--- config.mk ---
export PLATFORM = sky130hd
export DESIGN_NAME = can_transmitter
export DESIGN_NICKNAME = d
export VERILOG_FILES = /design/src/rtl/can_transmitter.sv
export SDC_FILE = /design/constraint.sdc
export NUM_CORES = 1
export LEC_CHECK = 0
export ABC_AREA = 1
export BUFFER_PORTS_ARGS = -buffer_cell sky130_fd_sc_hd__buf_2
export CORE_ASPECT_RATIO = 1.4
export CORE_MARGIN = 2
export CORE_UTILIZATION = 56
export CTS_CLUSTER_DIAMETER = 150
export DETAILED_ROUTE_END_ITERATION = 8
export PLACE_DENSITY = 0.87
export SLEW_MARGIN = 30
export SYNTH_ARGS = -nofsm -noshare
export SYNTH_HDL_FRONTEND = slang
export SYNTH_SLANG_ARGS = --single-unit
--- constraint.sdc ---
create_clock -name clk -period 3.2 [get_ports clk]
set_input_delay 0.32 -clock clk [delete_from_list [all_inputs] [get_ports clk]]
set_output_delay 0.32 -clock clk [all_outputs]
set_load 0.1 [all_outputs]
--- src/rtl/can_transmitter.sv ---
// CAN 2.0A frame serialiser: SOF..IFS bitstream with internal CRC-15,
// arbitration-loss detection during ID/RTR and ACK-slot monitoring.
module can_transmitter #(
    parameter int MAX_BYTES = 8
) (
    input  logic        clk,
    input  logic        rst,
    input  logic        tx_start,
    input  logic [10:0] tx_id_std,
    input  logic        tx_rtr,
    input  logic [3:0]  tx_dlc,
    input  logic [7:0]  tx_data [0:MAX_BYTES-1],
    input  logic        tx_point,
    input  logic        sample_point,
    input  logic        sampled_bit,
    output logic        tx_bit,
    output logic        stuff_en,
    output logic        tx_busy,
    output logic        tx_done,
    output logic        arb_lost,
    output logic        ack_err
);
    localparam int DW = 8 * MAX_BYTES;
    localparam int CL = $clog2(DW + 1);
    localparam int CW = (CL > 4) ? CL : 4;

    // state names the field of the bit currently on tx_bit;
    // S_START holds recessive until the first tx_point
    typedef enum logic [3:0] {
        S_IDLE, S_START, S_SOF, S_ID, S_RTR, S_IDE, S_R0,
        S_DLC, S_DATA, S_CRC, S_CRCD, S_ACK, S_ACKD,
        S_EOF, S_IFS
    } state_t;

    state_t          state_q, state_d;
    logic [CW-1:0]   cnt_q, cnt_d;
    logic [CW-1:0]   nb_q, nb_d;
    logic [10:0]     id_q, id_d;
    logic            rtr_q, rtr_d;
    logic [3:0]      dlc_q, dlc_d;
    logic [DW-1:0]   data_q, data_d;
    logic [14:0]     crc_q, crc_d;
    logic            bit_q, bit_d;
    logic            done_q, done_d;
    logic            arb_q, arb_d;
    logic            aerr_q, aerr_d;
    logic            ackf_q, ackf_d;

    state_t          nstate;
    logic [CW-1:0]   len;
    logic [CW-1:0]   nb_new;
    logic            nbit;
    logic            lost;

    function automatic logic [14:0] crc_step(
        input logic [14:0] c,
        input logic        b
    );
        logic [14:0] poly;
        poly = (b ^ c[14]) ? 15'h4599 : 15'h0000;
        return {c[13:0], 1'b0} ^ poly;
    endfunction

    always_comb begin
        state_d = state_q;
        cnt_d   = cnt_q;
        nb_d    = nb_q;
        id_d    = id_q;
        rtr_d   = rtr_q;
        dlc_d   = dlc_q;
        data_d  = data_q;
        crc_d   = crc_q;
        bit_d   = bit_q;
        ackf_d  = ackf_q;
        done_d  = 1'b0;
        arb_d   = 1'b0;
        aerr_d  = 1'b0;
        nstate  = state_q;
        nbit    = bit_q;
        lost    = 1'b0;

        nb_new = CW'(tx_dlc);
        if (nb_new > CW'(MAX_BYTES)) begin
            nb_new = CW'(MAX_BYTES);
        end
        if (tx_rtr) begin
            nb_new = '0;
        end

        unique case (state_q)
            S_ID:    len = CW'(11);
            S_DLC:   len = CW'(4);
            S_DATA:  len = nb_q << 3;
            S_CRC:   len = CW'(15);
            S_EOF:   len = CW'(7);
            S_IFS:   len = CW'(3);
            default: len = CW'(1);
        endcase

        if (state_q == S_IDLE) begin
            if (tx_start) begin
                id_d    = tx_id_std;
                rtr_d   = tx_rtr;
                dlc_d   = tx_dlc;
                nb_d    = nb_new;
                for (int i = 0; i < MAX_BYTES; i++) begin
                    data_d[DW-1-8*i -: 8] = tx_data[i];
                end
                crc_d   = '0;
                cnt_d   = '0;
                ackf_d  = 1'b0;
                bit_d   = 1'b1;
                state_d = S_START;
            end
        end else begin
            lost = sample_point && bit_q && !sampled_bit
                && (state_q == S_ID || state_q == S_RTR);
            if (sample_point && state_q == S_ACK
                && sampled_bit && !ackf_q) begin
                aerr_d = 1'b1;
                ackf_d = 1'b1;
            end

            // an arbitration loss wins over a coincident tx_point
            if (lost) begin
                arb_d   = 1'b1;
                state_d = S_IDLE;
                bit_d   = 1'b1;
                cnt_d   = '0;
            end else if (tx_point) begin
                if (cnt_q == len - CW'(1)) begin
                    cnt_d = '0;
                    unique case (state_q)
                        S_START: nstate = S_SOF;
                        S_SOF:   nstate = S_ID;
                        S_ID:    nstate = S_RTR;
                        S_RTR:   nstate = S_IDE;
                        S_IDE:   nstate = S_R0;
                        S_R0:    nstate = S_DLC;
                        S_DLC:   nstate = (nb_q == '0) ? S_CRC : S_DATA;
                        S_DATA:  nstate = S_CRC;
                        S_CRC:   nstate = S_CRCD;
                        S_CRCD:  nstate = S_ACK;
                        S_ACK:   nstate = S_ACKD;
                        S_ACKD:  nstate = S_EOF;
                        S_EOF:   nstate = S_IFS;
                        default: nstate = S_IDLE;
                    endcase
                end else begin
                    cnt_d = cnt_q + CW'(1);
                end

                unique case (nstate)
                    S_SOF, S_IDE, S_R0: nbit = 1'b0;
                    S_ID: begin
                        nbit = id_q[10];
                        id_d = {id_q[9:0], 1'b0};
                    end
                    S_RTR: nbit = rtr_q;
                    S_DLC: begin
                        nbit  = dlc_q[3];
                        dlc_d = {dlc_q[2:0], 1'b0};
                    end
                    S_DATA: begin
                        nbit   = data_q[DW-1];
                        data_d = {data_q[DW-2:0], 1'b0};
                    end
                    S_CRC: begin
                        nbit  = crc_q[14];
                        crc_d = {crc_q[13:0], 1'b0};
                    end
                    S_IDLE: begin
                        nbit   = 1'b1;
                        done_d = !ackf_q;
                    end
                    default: nbit = 1'b1;
                endcase

                if (nstate inside {[S_SOF:S_DATA]}) begin
                    crc_d = crc_step(crc_q, nbit);
                end
                state_d = nstate;
                bit_d   = nbit;
            end
        end
    end

    always_ff @(posedge clk) begin
        if (rst) begin
            state_q <= S_IDLE;
            cnt_q   <= '0;
            nb_q    <= '0;
            id_q    <= '0;
            rtr_q   <= 1'b0;
            dlc_q   <= '0;
            data_q  <= '0;
            crc_q   <= '0;
            bit_q   <= 1'b1;
            done_q  <= 1'b0;
            arb_q   <= 1'b0;
            aerr_q  <= 1'b0;
            ackf_q  <= 1'b0;
        end else begin
            state_q <= state_d;
            cnt_q   <= cnt_d;
            nb_q    <= nb_d;
            id_q    <= id_d;
            rtr_q   <= rtr_d;
            dlc_q   <= dlc_d;
            data_q  <= data_d;
            crc_q   <= crc_d;
            bit_q   <= bit_d;
            done_q  <= done_d;
            arb_q   <= arb_d;
            aerr_q  <= aerr_d;
            ackf_q  <= ackf_d;
        end
    end

    assign tx_bit   = bit_q;
    assign stuff_en = state_q inside {[S_SOF:S_CRC]};
    assign tx_busy  = (state_q != S_IDLE);
    assign tx_done  = done_q;
    assign arb_lost = arb_q;
    assign ack_err  = aerr_q;

endmodule
After elaboration in Yosys (flattened, before gate mapping) --
Index checks and enable logic that the tools add are counted.
Storage, ports and cells: output and inout port bits 6, bits in registers 118, input bits 86
Operators by class: order comparisons 5, add/subtract/negate cells 2, reductions and logical operators 32, eq/ne operators 25, multiplexer cells 53, bitwise logic cells 4
Operators with widths (count):
- $mux W64 | 5
- $mux W15 | 7
- $mux W4 | 15
- $mux W11 | 5
- $pmux W4 S13 | 1
- $pmux W7 S6 | 1
- $eq A4 B4 Y1 const B | 9
- $mux W7 | 5
- $eq A4 B3 Y1 const B | 8
- $eq A4 B2 Y1 const B | 4
- $reduce_and A4 Y1 | 4
- $xor A15 B15 Y15 | 1
- $mux W1 | 13
- $reduce_bool A2 Y1 | 5
- $ge A4 B2 Y1 const B | 2
- $le A4 B4 Y1 const B | 2
- $logic_and A1 B1 Y1 | 8
- $logic_not A4 Y1 | 2
- $add A7 B1 Y7 const B | 1
- $eq A7 B7 Y1 | 1
- $logic_not A7 Y1 | 1
- $sub A7 B1 Y7 const B | 1
- $pmux W1 S6 | 1
- $reduce_and A2 Y1 | 3
- 12 further kinds | 16

Logic depth before layout (Yosys ltp) --
word-level depth 21, depth in mapped cells 24, mapped depth without buffers 23

Least setup slack after synthesis --
No wires, ideal clock.
kind reg2reg, start point register bit_q, in the netlist tx_bit, end point register data_q[24], library setup time 0.074 ns, slack 0.474 ns, stages on the path, launching flop included 11, arrival time 2.652 ns, path buffers 2, cells stage by stage dfxtp_1 inv_1 a2111oi_2 nor3_1 nor2_1 inv_1 o21ai_1 inv_2 buf_2 buf_2 a31oi_1
On the way: cells in the longest elaborated chain, start to end 5
Ends and longest elaborated chain:
- start, declared | line 43 | logic bit_q, bit_d;
- start signal, assigned | line 212 | bit_q <= bit_d;
- $logic_and A1 B1 Y1 (2 in series) | line 116 | lost = sample_point && bit_q && !sampled_bit
- $logic_and A1 B1 Y1 | line 117 | && (state_q == S_ID || state_q == S_RTR);
- $ne A2 B2 Y1 (no source line)
- $reduce_and A4 Y1 (no source line)
- end signal, assigned | line 210 | data_q <= data_d;
- end, declared | line 41 | logic [DW-1:0] data_q, data_d;
No other way between the ends. A chain may end at the register's enable or synchronous reset.

Final worst setup path --
start point register state_q[3], end point register crc_q[4]
On the way: cells in the longest elaborated chain, start to end 21, elaborated cells between the ends (all ways) 53
Ends and longest elaborated chain:
- start, declared | line 35 | state_t state_q, state_d;
- start signal, assigned | line 204 | state_q <= state_d;
- $eq A4 B4 Y1 (tied with other cells) | line 90 | unique case (state_q)
- $pmux W7 S6 | line 90
- $sub A7 B1 Y7 | line 131 | if (cnt_q == len - CW'(1)) begin
- $eq A7 B7 Y1 | line 131
- $mux W4 | line 131
- $mux W4 | line 130 | end else if (tx_point) begin
- $mux W4 | line 125 | if (lost) begin
- $mux W4 | line 100 | if (state_q == S_IDLE) begin
- [... 5 more ...]
- $mux W1 | line 100
- $xor A1 B1 Y1 | line 60 | poly = (b ^ c[14]) ? 15'h4599 : 15'h0000;
- $mux W15 | line 60
- $xor A15 B15 Y15 | line 61 | return {c[13:0], 1'b0} ^ poly;
- $mux W15 | line 179 | if (nstate inside {[S_SOF:S_DATA]}) begin
- $mux W15 | line 130
- $mux W15 | line 125
- $mux W15 | line 100
- end signal, assigned | line 211 | crc_q <= crc_d;
- end, declared | line 42 | logic [14:0] crc_q, crc_d;
Parallel ways exist; a longest one is shown, timed or not. The select of a mux whose other input is x is not followed.

==> out/results.ini <==
[run_status]
status = finished clean

[sta]
maxSlewViolCount = 0
hold_violations = 0
fin_skew_ps = 6.89
timing.final.crit_share = 0.930
setup_violations = 0
finalCriticalPeriod_ps = 2970
tightest_slew_ps = 742
fmax_mhz = 336
relSlewSlack = 0.506

[global_routing]
grt_start_max_net_pins = 127
grt_util_all_layers = 0.254
grt_pass1_wl_microns = 21800
grt_pass1_vias = 4918
overflow = 0
antenna_found_initial = 1

[worst_setup_path]
crit_top_cell = nand2_1
crit_required_ps = 3530
slowest_delay_ps = 400
path_class = reg2reg
endpoint_kind = register
r2r_slack_ps = 230
slowest_stage = dfxtp_4
cp.depth = 22
path_buf_inv = 1
reg2reg_depth = 22
timing.rr.end = crc_q[4]$_SDFFE_PP0P_
cp_max_fo = 9
critPathTopFamily = simple AND/OR/NAND/NOR gates
cp.arrival_ps = 3300
path_cells = inv_4, nor2_4, nand2_4, nor2_4, nand4_4, nand3_1, nand2_1, nor2_4, nand3_4, nand2_1, nand2_2, nand2_2, nor2_4, nand2_1, nand2_1, nor2_2, nand2_2, nand2_4, nand3_4, nand2_1, nand3_1, a21oi_1
r2r_start = state_q[3]$_SDFFE_PP0P_
crit_path_start_kind = register

[cts]
cts_root_buffer = clkbuf_16
clkSinkCount = 115
htreeDepth = 4
clock_latency_ps = 400
cts_buffers = 17
clk_pin_slew_ps = 50
cts_tree = built
clockBufferDepth = 2

[yosys]
synthesis.area_sq_mm = 0.00558
synth_edf_count = 0
yosys_most_used_dff = dfxtp_1
synth_nets = 866
synth-warning-count = 0
synth-seq-cells = 115
postSynthAreaPerCell_sq_um = 7.16
seq_area_frac_synth = 0.413
async_flop_share = 0
ys_types = 40
synthCells = 779

[pwr]
max-vdd-ir-drop_mv = 0.606
switching_share = 0.389
clkPwrFrac = 0.297
internal-power_w = 0.00369
powerDensity_mw_per_mm2 = 890
p_switching_w = 0.00234
power_leakage_nw = 2.82
seqPwrFrac = 0.345
p_comb_frac = 0.359
power_w = 0.00603

[cells_and_area]
n_fill_cell = 860
synthToLayoutAreaGrowth_pct = 21.5
layout.nets = 943
final_common_cell = nand2_1
diodes = 0
final_cell_mix = 248 x nand2_1, 111 x dfxtp_1, 91 x buf_2, 79 x o21ai_0, 77 x a31oi_1
drive_gt1_frac = 0.217
final_util = 0.692

[drt]
vias = 5524
ant_nets = 0
drt_wl_total_microns = 13900
wl_per_cell_microns = 13.8
drtPass1Iterations = 5
drtIter0Drc = 246
drc = 0
avgViaCountPerCell = 5.51

[run]
maxCapViolCount = 0

[floorplanning]
ios = 92
die_h_microns = 122
die_area_sq_mm = 0.0108
start_util = 0.570
rows = 43
coreArea_sq_mm = 0.00979
die_x_microns = 88.4

[place]
gp_congestion = 0.933
place_hpwl_microns = 8920
port_buffers = 91

[worst_hold_path]
hold_start = tx_data[37]
hold_class = in2reg
holdPathStages = 3
hold_end = data_q[37]$_SDFFE_PP0P_

sequential cells by signal, summed over array words and instances, names as in the netlist:
signal and count:
nb_q 4, data_q 64, tx_bit 1, state_q 4, crc_q 15, dlc_q 4
rtr_q 1, id_q 11, ack_err 1, tx_done 1, arb_lost 1, ackf_q 1
cnt_q 7
cells by family (layout without fill, tap and decap cells):
kind of cell               after synthesis  after routing  share of synthesized area
xor gates and xnor gates                 8              8                     0.0193
AOI/OAI and AO/OA                      202            202                      0.207
and+or+nand+nor                        356            356                      0.288
DFF                                    115            115                      0.413
adders and majority gates                1              1                    0.00224
buffers and inverters                   97            186                     0.0706
worst max-delay path by stage:
stage | start | slack (ps) | endpoint
after CTS | state_q[3]$_SDFFE_PP0P_ | 40 | data_q[50]$_SDFFE_PP0P_
after detailed placement | state_q[3]$_SDFFE_PP0P_ | 70 | crc_q[3]$_SDFFE_PP0P_
final | state_q[3]$_SDFFE_PP0P_ | 230 | crc_q[4]$_SDFFE_PP0P_
after global routing | state_q[3]$_SDFFE_PP0P_ | -30 | crc_q[4]$_SDFFE_PP0P_
after floorplan | tx_bit$_SDFFE_PP1P_ | 470 | data_q[24]$_SDFFE_PP0P_
after global placement | state_q[3]$_SDFFE_PP0P_ | 90 | crc_q[3]$_SDFFE_PP0P_
stage by stage:
| step | setup TNS, ps | hold slack (ps) | instance area (sq um) | setup slack (ps) | std cells |
|---|---|---|---|---|---|
| after floorplan | 0 | 421 | 5580 | 474 | 779 |
| after global placement | 0 | 451 | 6100 | 90.1 | 968 |
| after detailed placement | 0 | 455 | 6100 | 67.2 | 968 |
| after CTS | 0 | 165 | 6660 | 37.9 | 999 |
| after global routing | -67.1 | 179 | 6780 | -31.6 | 1003 |
| final | 0 | 179 | 6780 | 225 | 1003 |
worst reg2reg max path, delay by kind of cell (launching register included):
kind / cells / cell delay [ps]
AOI/OAI and AO/OA: 1 / 140
buffers and inverters: 1 / 70
DFF: 1 / 400
and+or+nand+nor: 20 / 2290
cell type report:
type                            count  area [sq um]  share of cell area
Clock buffer                       21           450              0.0664
Clock inverter                     10           109              0.0161
Inverter                           49           194              0.0286
Multi-Input combinational cell    567          2930               0.432
Sequential cell                   115          2310               0.341
Tap cell                          135           169              0.0249
Timing Repair Buffer              105           616              0.0908
Timing Repair inverter              1          5.00            0.000738
power by group through the flow:
stage	clock network [W]	registers (W)	logic [W]
2_1_floorplan	0	0.00207	0.00158
3_3_place_gp	0	0.00208	0.00194
3_5_place_dp	0	0.00209	0.00197
4_1_cts	0.00181	0.00207	0.00199
5_1_grt	0.00188	0.00213	0.00242
6_report	0.00179	0.00208	0.00216
cell usage after synthesis, types with 2 or more instances:
library cell / count / area share
nand2_4: 4 / 0.0081
o21ai_1: 4 / 0.0036
o21ai_0: 79 / 0.071
nand2_1: 250 / 0.17
xor2_4: 2 / 0.0099
nand3_1: 26 / 0.023
xor2_1: 5 / 0.0078
a21oi_1: 32 / 0.029
buf_1: 2 / 0.0013
nand4_1: 21 / 0.024
nand2_2: 8 / 0.0090
buf_2: 10 / 0.0090
o211ai_1: 4 / 0.0054
nor2_4: 8 / 0.016
buf_4: 2 / 0.0027
inv_1: 38 / 0.026
nor2_2: 2 / 0.0022
a31oi_1: 77 / 0.086
nor3_1: 4 / 0.0036
nand3_2: 2 / 0.0036
nor2_1: 26 / 0.017
inv_2: 9 / 0.0061
clkbuf_1: 33 / 0.022
dfxtp_1: 115 / 0.41
per-layer routing:
layer	routed length [microns]	vias to the layer above	GRT usage
li1	-	2792	-
met1	5640	2524	0.299
met2	7260	187	0.439
met3	741	19	0.0589
met4	208	2	0.0994
met5	14	-	0
what timing repair did:
item / in CTS / in global routing
resized for setup: 0 / 19
endpoints found under the setup margin: 0 / 94
hold buffers: 0 / 0
setup buffers: 0 / 1
Note: power is estimated with default switching activity, not from simulation.
